--- src/rtl/pluse_sync_multi.sv ---
// rtl/pluse_sync_multi.sv - multi-channel event synchroniser with edge select and pending-event counters
// Optional feature macro: PLUSE_SYNC_REG_OUT_EN (registers des_pluse, one extra cycle of latency).
module pluse_sync_multi #(
  parameter int CH          = 4,
  parameter int SYNC_STAGES = 2,
  parameter int CNT_W       = 4
) (
  input  logic                  des_clk,
  input  logic                  des_rst,
  input  logic [CH-1:0]         s_pluse,
  input  logic [2*CH-1:0]       mode,
  output logic [CH-1:0]         des_pluse,
  output logic [CH-1:0]         evt_valid,
  input  logic [CH-1:0]         evt_ready,
  output logic [CH*CNT_W-1:0]   evt_cnt,
  output logic [CH-1:0]         evt_ovf,
  input  logic [CH-1:0]         ovf_clr
);

  localparam logic [CNT_W-1:0] CNT_MAX = '1;

  // Bit 0 of each chain is the first (metastable) stage.
  logic [CH-1:0][SYNC_STAGES-1:0] sync_q;
  logic [CH-1:0]                  hist_q;
  logic [CH-1:0]                  sync_last;
  logic [CH-1:0]                  evt_pulse;
  logic [CH-1:0]                  take;
  logic [CH-1:0][CNT_W-1:0]       cnt_q, cnt_d;
  logic [CH-1:0]                  valid_q, valid_d;
  logic [CH-1:0]                  ovf_q, ovf_d;

  always_ff @(posedge des_clk or posedge des_rst) begin
    if (des_rst) begin
      sync_q <= '0;
      hist_q <= '0;
    end else begin
      for (int i = 0; i < CH; i++) begin
        sync_q[i] <= {sync_q[i][SYNC_STAGES-2:0], s_pluse[i]};
      end
      hist_q <= sync_last;
    end
  end

  always_comb begin
    sync_last = '0;
    for (int i = 0; i < CH; i++) begin
      sync_last[i] = sync_q[i][SYNC_STAGES-1];
    end
  end

  always_comb begin
    evt_pulse = '0;
    for (int i = 0; i < CH; i++) begin
      case (mode[2*i +: 2])
        2'b00:   evt_pulse[i] = sync_last[i] ^ hist_q[i];
        2'b01:   evt_pulse[i] = sync_last[i] & ~hist_q[i];
        2'b10:   evt_pulse[i] = ~sync_last[i] & hist_q[i];
        default: evt_pulse[i] = 1'b0;
      endcase
    end
  end

  // A take coinciding with an event cancels it, which also keeps a full counter from overflowing.
  always_comb begin
    take    = valid_q & evt_ready;
    cnt_d   = cnt_q;
    ovf_d   = ovf_q;
    valid_d = '0;
    for (int i = 0; i < CH; i++) begin
      if (evt_pulse[i] && !take[i]) begin
        if (cnt_q[i] == CNT_MAX) begin
          ovf_d[i] = 1'b1;
        end else begin
          cnt_d[i] = cnt_q[i] + 1'b1;
        end
      end else if (!evt_pulse[i] && take[i]) begin
        cnt_d[i] = cnt_q[i] - 1'b1;
      end
      if (ovf_clr[i]) begin
        ovf_d[i] = 1'b0;
      end
      valid_d[i] = (cnt_d[i] != '0);
    end
  end

  always_ff @(posedge des_clk or posedge des_rst) begin
    if (des_rst) begin
      cnt_q   <= '0;
      valid_q <= '0;
      ovf_q   <= '0;
    end else begin
      cnt_q   <= cnt_d;
      valid_q <= valid_d;
      ovf_q   <= ovf_d;
    end
  end

  assign evt_cnt   = cnt_q;
  assign evt_valid = valid_q;
  assign evt_ovf   = ovf_q;

`ifdef PLUSE_SYNC_REG_OUT_EN
  logic [CH-1:0] pluse_q;

  always_ff @(posedge des_clk or posedge des_rst) begin
    if (des_rst) begin
      pluse_q <= '0;
    end else begin
      pluse_q <= evt_pulse;
    end
  end

  assign des_pluse = pluse_q;
`else
  assign des_pluse = evt_pulse;
`endif

endmodule

--- config.mk ---
export PLATFORM = sky130hd
export DESIGN_NAME = pluse_sync_multi
export DESIGN_NICKNAME = d
export VERILOG_FILES = /design/src/rtl/pluse_sync_multi.sv
export SDC_FILE = /design/constraint.sdc
export NUM_CORES = 1
export LEC_CHECK = 0
export CELL_PAD_IN_SITES_DETAIL_PLACEMENT = 1
export CELL_PAD_IN_SITES_GLOBAL_PLACEMENT = 1
export CORE_UTILIZATION = 39
export CTS_BUF_LIST = sky130_fd_sc_hd__clkbuf_4 sky130_fd_sc_hd__clkbuf_8
export CTS_CLUSTER_DIAMETER = 100
export DETAILED_ROUTE_END_ITERATION = 8
export GPL_TIMING_DRIVEN = 0
export PLACE_DENSITY_LB_ADDON = 0.1
export SLEW_MARGIN = 20
export SYNTH_ARGS = -nofsm -noshare
export SYNTH_HDL_FRONTEND = slang
export SYNTH_SLANG_ARGS = --single-unit
--- constraint.sdc ---
create_clock -name des_clk -period 3.2 [get_ports des_clk]
set_input_delay 0.32 -clock des_clk [delete_from_list [all_inputs] [get_ports des_clk]]
set_output_delay 0.32 -clock des_clk [all_outputs]
set_load 0.01 [all_outputs]
==> results of run 1 <==
cell usage after synthesis, drive strengths merged, types with 3 or more instances:
cell | count | area (um^2)
a2bb2oi | 4 | 35.0
nor2 | 8 | 30.0
nor3 | 4 | 20.0
nor2b | 6 | 37.5
nor4 | 4 | 25.0
xnor2 | 4 | 35.0
dfrtp | 36 | 901
or4b | 4 | 40.0
inv | 29 | 109
nand2 | 12 | 45.0
or4 | 4 | 30.0
and3 | 7 | 43.8
nand4 | 3 | 18.8
nand3 | 4 | 20.0
a31oi | 5 | 46.3
o21ai | 8 | 40.0
and2 | 5 | 31.3
a21oi | 9 | 45.0
mux2 | 3 | 33.8
ha | 16 | 200
mux2i | 13 | 130
layer usage:
| layer | up-vias | part of all wire | global-route usage |
|---|---|---|---|
| met2 | 32 | 0.49 | 0.304 |
| li1 | 846 | - | - |
| met1 | 848 | 0.47 | 0.216 |
| met4 | 0 | 0.011 | 0.0566 |
| met3 | 6 | 0.037 | 0.0455 |
| met5 | - | 0 | 0 |
power groups by stage:
stage | clock network [uW] | logic (uW) | registers, uW
2_1_floorplan | 0 | 536 | 790
3_3_place_gp | 0 | 974 | 767
3_5_place_dp | 0 | 1000 | 773
4_1_cts | 328 | 1010 | 766
5_1_grt | 345 | 1120 | 789
6_report | 311 | 998 | 764
registers in the layout, summed over array words and instances (netlist names):
register / cells
evt_cnt: 16
evt_ovf: 4
evt_valid: 4
hist_q: 4
sync_last: 4
sync_q: 4
worst min-delay path by stage:
stage	depth (start not counted)	slack (ns)	end
3_3_place_gp	0	0.33	sync_last[2]
2_1_floorplan	0	0.33	sync_last[0]
5_1_grt	2	0.22	sync_q[2]
6_report	2	0.22	sync_last[1]
4_1_cts	2	0.22	hist_q[1]
3_5_place_dp	0	0.34	sync_last[1]
per-stage QoR:
| step | setup slack (ns) | instance area, um^2 | instances | hold slack, ns |
|---|---|---|---|---|
| final | 0.629 | 2740 | 333 | 0.223 |
| after global routing | 0.488 | 2740 | 333 | 0.225 |
| after CTS | 0.597 | 2740 | 333 | 0.217 |
| after detailed placement | 0.642 | 2660 | 326 | 0.341 |
| after global placement | 0.687 | 2640 | 325 | 0.332 |
| after floorplan | 0.956 | 2060 | 206 | 0.331 |
worst reg2reg max path: stages, from the launching register on:
cell     delay, ns
dfrtp_1       0.35
inv_1         0.05
ha_1          0.27
nor2b_1       0.13
o31ai_1       0.30
buf_2         0.30
mux2i_1       0.23
mux2i_1       0.13
or4b_1        0.53
cell type report:
cell class | count | area [um^2] | share of cell area
clock inverter | 1 | 5.00 | 0.00183
buffer | 1 | 5.00 | 0.00183
inverter | 29 | 109 | 0.0397
multi-input combinational | 140 | 1040 | 0.381
tap | 70 | 87.6 | 0.0320
clock buffer | 6 | 76.3 | 0.0279
sequential | 36 | 901 | 0.329
timing repair buffer | 50 | 510 | 0.186
cell families after synthesis:
family / after synthesis / share of synthesized area
and+or+nand+nor: 70 / 0.199
muxes: 16 / 0.0796
AOI/OAI and AO/OA: 34 / 0.115
buffers and inverters: 30 / 0.0553
adders and majority gates: 16 / 0.0972
xor gates and xnor gates: 4 / 0.0170
DFF: 36 / 0.437
==> results.md, run 1 <==
* Clk buf depth at 2
* Filler cells at 603
* Worst Setup EP: des_pluse[1]
* Post-route ant nets at 0
* Worst-path clk slew at 0.07 ns
* Vias in the first global route at 1717
* Crit-path slowest cell: clkdlybuf4s50_1
* Vias/cell at 5.20
* Starting Density at 0.403
* WL/cell at 13.5 um
* Via count at 1732
* Worst path bufs/invs at 3
* Post-synthesis register bit count at 36
* Die H at 74.7 um
* DIE AREA at 0.00558 mm^2
* Period utilization at 0.804
* Cell depth of the worst flop-to-flop path at 8
* Initial antenna violation count at 0
* Most common cell after layout, fill and taps aside: clkdlybuf4s50_1
* Number of enable flip-flop cells after synthesis at 0
* Post-layout util at 0.536
* Slew Limit Fails at 0
* Critical Path Source: hist_q[1]
* Cell-internal power at 1270 uW
* IO Count at 50
* Iter 0 DRT Violations at 46
* RD Place Congestion at 0.772
* Most frequent cells in the layout: 49 x clkdlybuf4s50_1, 36 x dfrtp_1, 25 x inv_1
* Cell Area, Synth at 0.00206 mm^2
* Area Growth Syn to Fin at 33.0%
* Hold Path Class: primary input to async pin
* Diode count at 0
* Final setup violation count at 0
* Static leakage at 0.00126 uW
* Asr flop ratio synth at 1.00
* Critical path depth at 6
* Overall Global Routing Usage at 0.176
* Tmin final at 2.57 ns
* Power, Total at 2070 uW
* Crit path largest cell delay at 0.57 ns
* Switching share of power at 0.387
* Row count at 26
* CP Class: flip-flop to output port
* PD cells at 757 mW/mm^2
* Highest clock rate at 389 MHz
* CP endpoint kind: output port
* Headroom to the max-slew limit at 0.754
* R2R setup slack at 0.80 ns
* DR pass1 iterations at 4
* RR Endpoint: evt_valid[1]
* CTS tree: done
* CP arrival at 2.25 ns
* Seq/Total Area, Yosys at 0.437
* Layout cells sized above 1 at 0.0684
* Syn nets at 244
* # DRC at 0
* Htree depth at 2
* Syn_area_per_cell at 10.0 um^2
* Die width at 74.7 um
* CP cell instances: inv_1 -> ha_1 -> nor2b_1 -> o31ai_1 -> buf_2 -> clkdlybuf4s50_1
* Core area at 0.00511 mm^2
* Remaining Overflow, GRT at 0
* Reg power frac at 0.368
* Cts repair resizes at 0
* Pin count of the biggest net entering global routing at 34
* # Max-Cap Violations at 0
* Post-CTS Setup Inserts at 0
* Root Buffer: clkbuf_8
* Setup TNS Final at 0 ns
* Outcome: finished, final reports clean
* Worst Max-Slew Pin Slew at 0.366 ns
* Yosys warns at 0
* Cell variety after synth at 38
* Maximum VDD drop at 0.405 mV
* Final #Nets at 301
* Num CTS Buffers at 5
* # hold bufs at CTS at 0
* RSZ-0062 raised after global routing: no
* Worst path required time at 2.88 ns
* Clk pwr share at 0.150
* Mapped Cells at 206
* Switching Power at 802 uW
* First-pass GRT wire length at 7420 um
* Startpoint Class: flip-flop
* Main synth FF type: dfrtp_1
* Port bufs at 49
* Family with the most delay on the worst path: buffers and inverters
* Maximum fanout along the worst path at 10
* Clk Latency, worst-skew pair at 0.28 ns
* Clk sink count at 36
* DP HPWL at 3480 um
* Detailed-route wire length at 4490 um
* Clk_skew at 0.00289 ns
* Reg2reg start: hist_q[1]
* Comb power frac at 0.482
* Final Hold Vio Count at 0
No activity file was read; power rests on OpenSTA's default activity.
==> run 2: changes to the inputs <==
Settings changed: CORE_UTILIZATION 39 to 35.
Clock period 3.2 ns to 2.3 ns, I/O delays scaled along.
==> results.md, run 2 (synthesized netlist as in run 1, its figures left out) <==
* Post-layout util at 0.519 (-0.0175)
* Final Worst Setup Slack at -0.0806 ns (-0.709 ns)
* IO Count at 50 (unchanged)
* Highest clock rate at 420 MHz
* CP endpoint kind: flip-flop
* Pin count of the biggest net entering global routing at 20 (-41%)
* Worst-path clk slew at 0.07 ns (about the same)
* Hold Path Class: primary input to async pin
* Max reg flops at 16 (unchanged)
* PD cells at 1060 mW/mm^2 (+40%)
* Outcome: complete, but fails checks
* WL/cell at 14.5 um (+7.4%)
* RSZ-0062 raised after global routing: yes
* Die width at 78.7 um (+5.4%)
* Final Hold Vio Count at 0 (unchanged)
* CTS tree: done
* Tmin final at 2.38 ns
* Post-route ant nets at 0 (unchanged)
* Initial antenna violation count at 0 (unchanged)
* Startpoint Class: flip-flop
* Worst Max-Slew Pin Slew at 0.436 ns (+0.0701 ns)
* Clk_skew at 0.00497 ns (+0.00208 ns)
* Port bufs at 49 (unchanged)
* Detailed-route wire length at 5040 um (+12%)
* CP Class: flip-flop to flip-flop
* Cell depth of the worst flop-to-flop path at 6 (-2)
* Filler cells at 639 (+6.0%)
* DR pass1 iterations at 4 (unchanged)
* Violated checks: setup timing
* Num CTS Buffers at 5 (unchanged)
* # DRC at 0 (unchanged)
* Power, Total at 3070 uW (+48%)
* Most common cell after layout, fill and taps aside: clkdlybuf4s50_1
* CP arrival at 2.54 ns (+0.29 ns)
* Layout cells sized above 1 at 0.138 (+0.0692)
* Via count at 1767 (+2.0%)
* Diode count at 0 (unchanged)
* Htree depth at 2 (unchanged)
* RD Place Congestion at 0.715 (-7.4%)
* Setup TNS Final at -0.0867 ns (-0.0867 ns)
* Row count at 27 (+3.8%)
* Headroom to the max-slew limit at 0.709 (-0.0449)
* Clk buf depth at 2 (unchanged)
* DIE AREA at 0.00620 mm^2 (+11%)
* Maximum VDD drop at 0.566 mV (+40%)
* Starting Density at 0.369 (-0.0338)
* Clk sink count at 36 (unchanged)
* Clk Latency, worst-skew pair at 0.28 ns (about the same)
* DP HPWL at 3650 um (+4.9%)
* First-pass GRT wire length at 8300 um (+12%)
* Maximum fanout along the worst path at 3 (-7)
* Overall Global Routing Usage at 0.170 (-0.00678)
* # Max-Cap Violations at 0 (unchanged)
* Iter 0 DRT Violations at 39 (-15%)
* Die H at 78.7 um (+5.4%)
* Vias in the first global route at 1761 (+2.6%)
* Hold WS at 0.266 ns (+0.0431 ns)
* Static leakage at 0.00134 uW (+6.9%)
* Period utilization at 1.04
* Remaining Overflow, GRT at 0 (unchanged)
* Slew Limit Fails at 0 (unchanged)
* Final #Nets at 314 (+4.3%)
* Worst path required time at 2.46 ns (-0.42 ns)
* Core area at 0.00557 mm^2 (+9.1%)
* Root Buffer: clkbuf_8
* Area Growth Syn to Fin at 40.4%
* Vias/cell at 5.08 (-2.4%)
* Final setup violation count at 2 (+2)
* # hold bufs at CTS at 0 (unchanged)
* Most frequent cells in the layout: 46 x clkdlybuf4s50_1, 36 x dfrtp_1, 25 x inv_1
run 2: worst max-delay path, cell delays in order (launching register included):
cell and delay [ns]:
dfrtp_1 0.40, ha_1 0.27, nor2b_1 0.13, o32a_1 0.35, or4_1 0.48, o211a_2 0.15, or4b_4 0.48
run 2: stage by stage:
stage	cell area (um^2)	std cells	setup slack, ns
after global routing	2890	348	-0.189
final	2890	348	-0.0806
after global placement	2640	327	-0.171
after CTS	2830	344	-0.0811
after floorplan	2060	206	0.0564
after detailed placement	2670	328	-0.231
run 2: cell type report:
cell class | count | area (um^2) | share of cell area
Inverter | 29 | 109 | 0.0376
Buffer | 1 | 11.3 | 0.00389
Tap cell | 72 | 90.1 | 0.0312
Clock inverter | 1 | 5.00 | 0.00173
Multi-Input combinational cell | 140 | 1090 | 0.376
Timing Repair Buffer | 63 | 612 | 0.212
Clock buffer | 6 | 76.3 | 0.0264
Sequential cell | 36 | 901 | 0.312
run 2: final timing paths:
| path | startpoint | endpoint | slack (ns) |
|---|---|---|---|
| setup / recovery | sync_last[2] | evt_valid[2] | -0.08 |
| hold / removal | des_rst | sync_last[3] | 0.27 |
| setup reg to reg | sync_last[2] | evt_valid[2] | -0.08 |
| hold reg to reg | sync_q[0] | sync_last[0] | 0.35 |
| max in group asynchronous | des_rst | evt_cnt[11] | 1.59 |
| min in group des_clk | sync_q[0] | sync_last[0] | 0.35 |
run 2: layer usage:
| metal | wire length, um | vias to the layer above | GRT usage |
|---|---|---|---|
| met5 | 0 | - | 0 |
| met4 | 52 | 0 | 0.0500 |
| met3 | 155 | 5 | 0.0310 |
| met2 | 2430 | 31 | 0.281 |
| met1 | 2400 | 868 | 0.225 |
| li1 | - | 863 | - |
run 2: where the power goes:
group / switching, uW / internal [uW]
Clock: 216 / 218
Combinational: 720 / 837
Sequential: 259 / 817
Total: 1190 / 1870
run 2: what timing repair did:
action	4_1_cts	5_1_grt
setup buffers	8	4
endpoints found under the setup margin	6	4
resized for setup	9	7
pin swaps	2	5
cloned	1	0
endpoints found under the hold margin	0	0
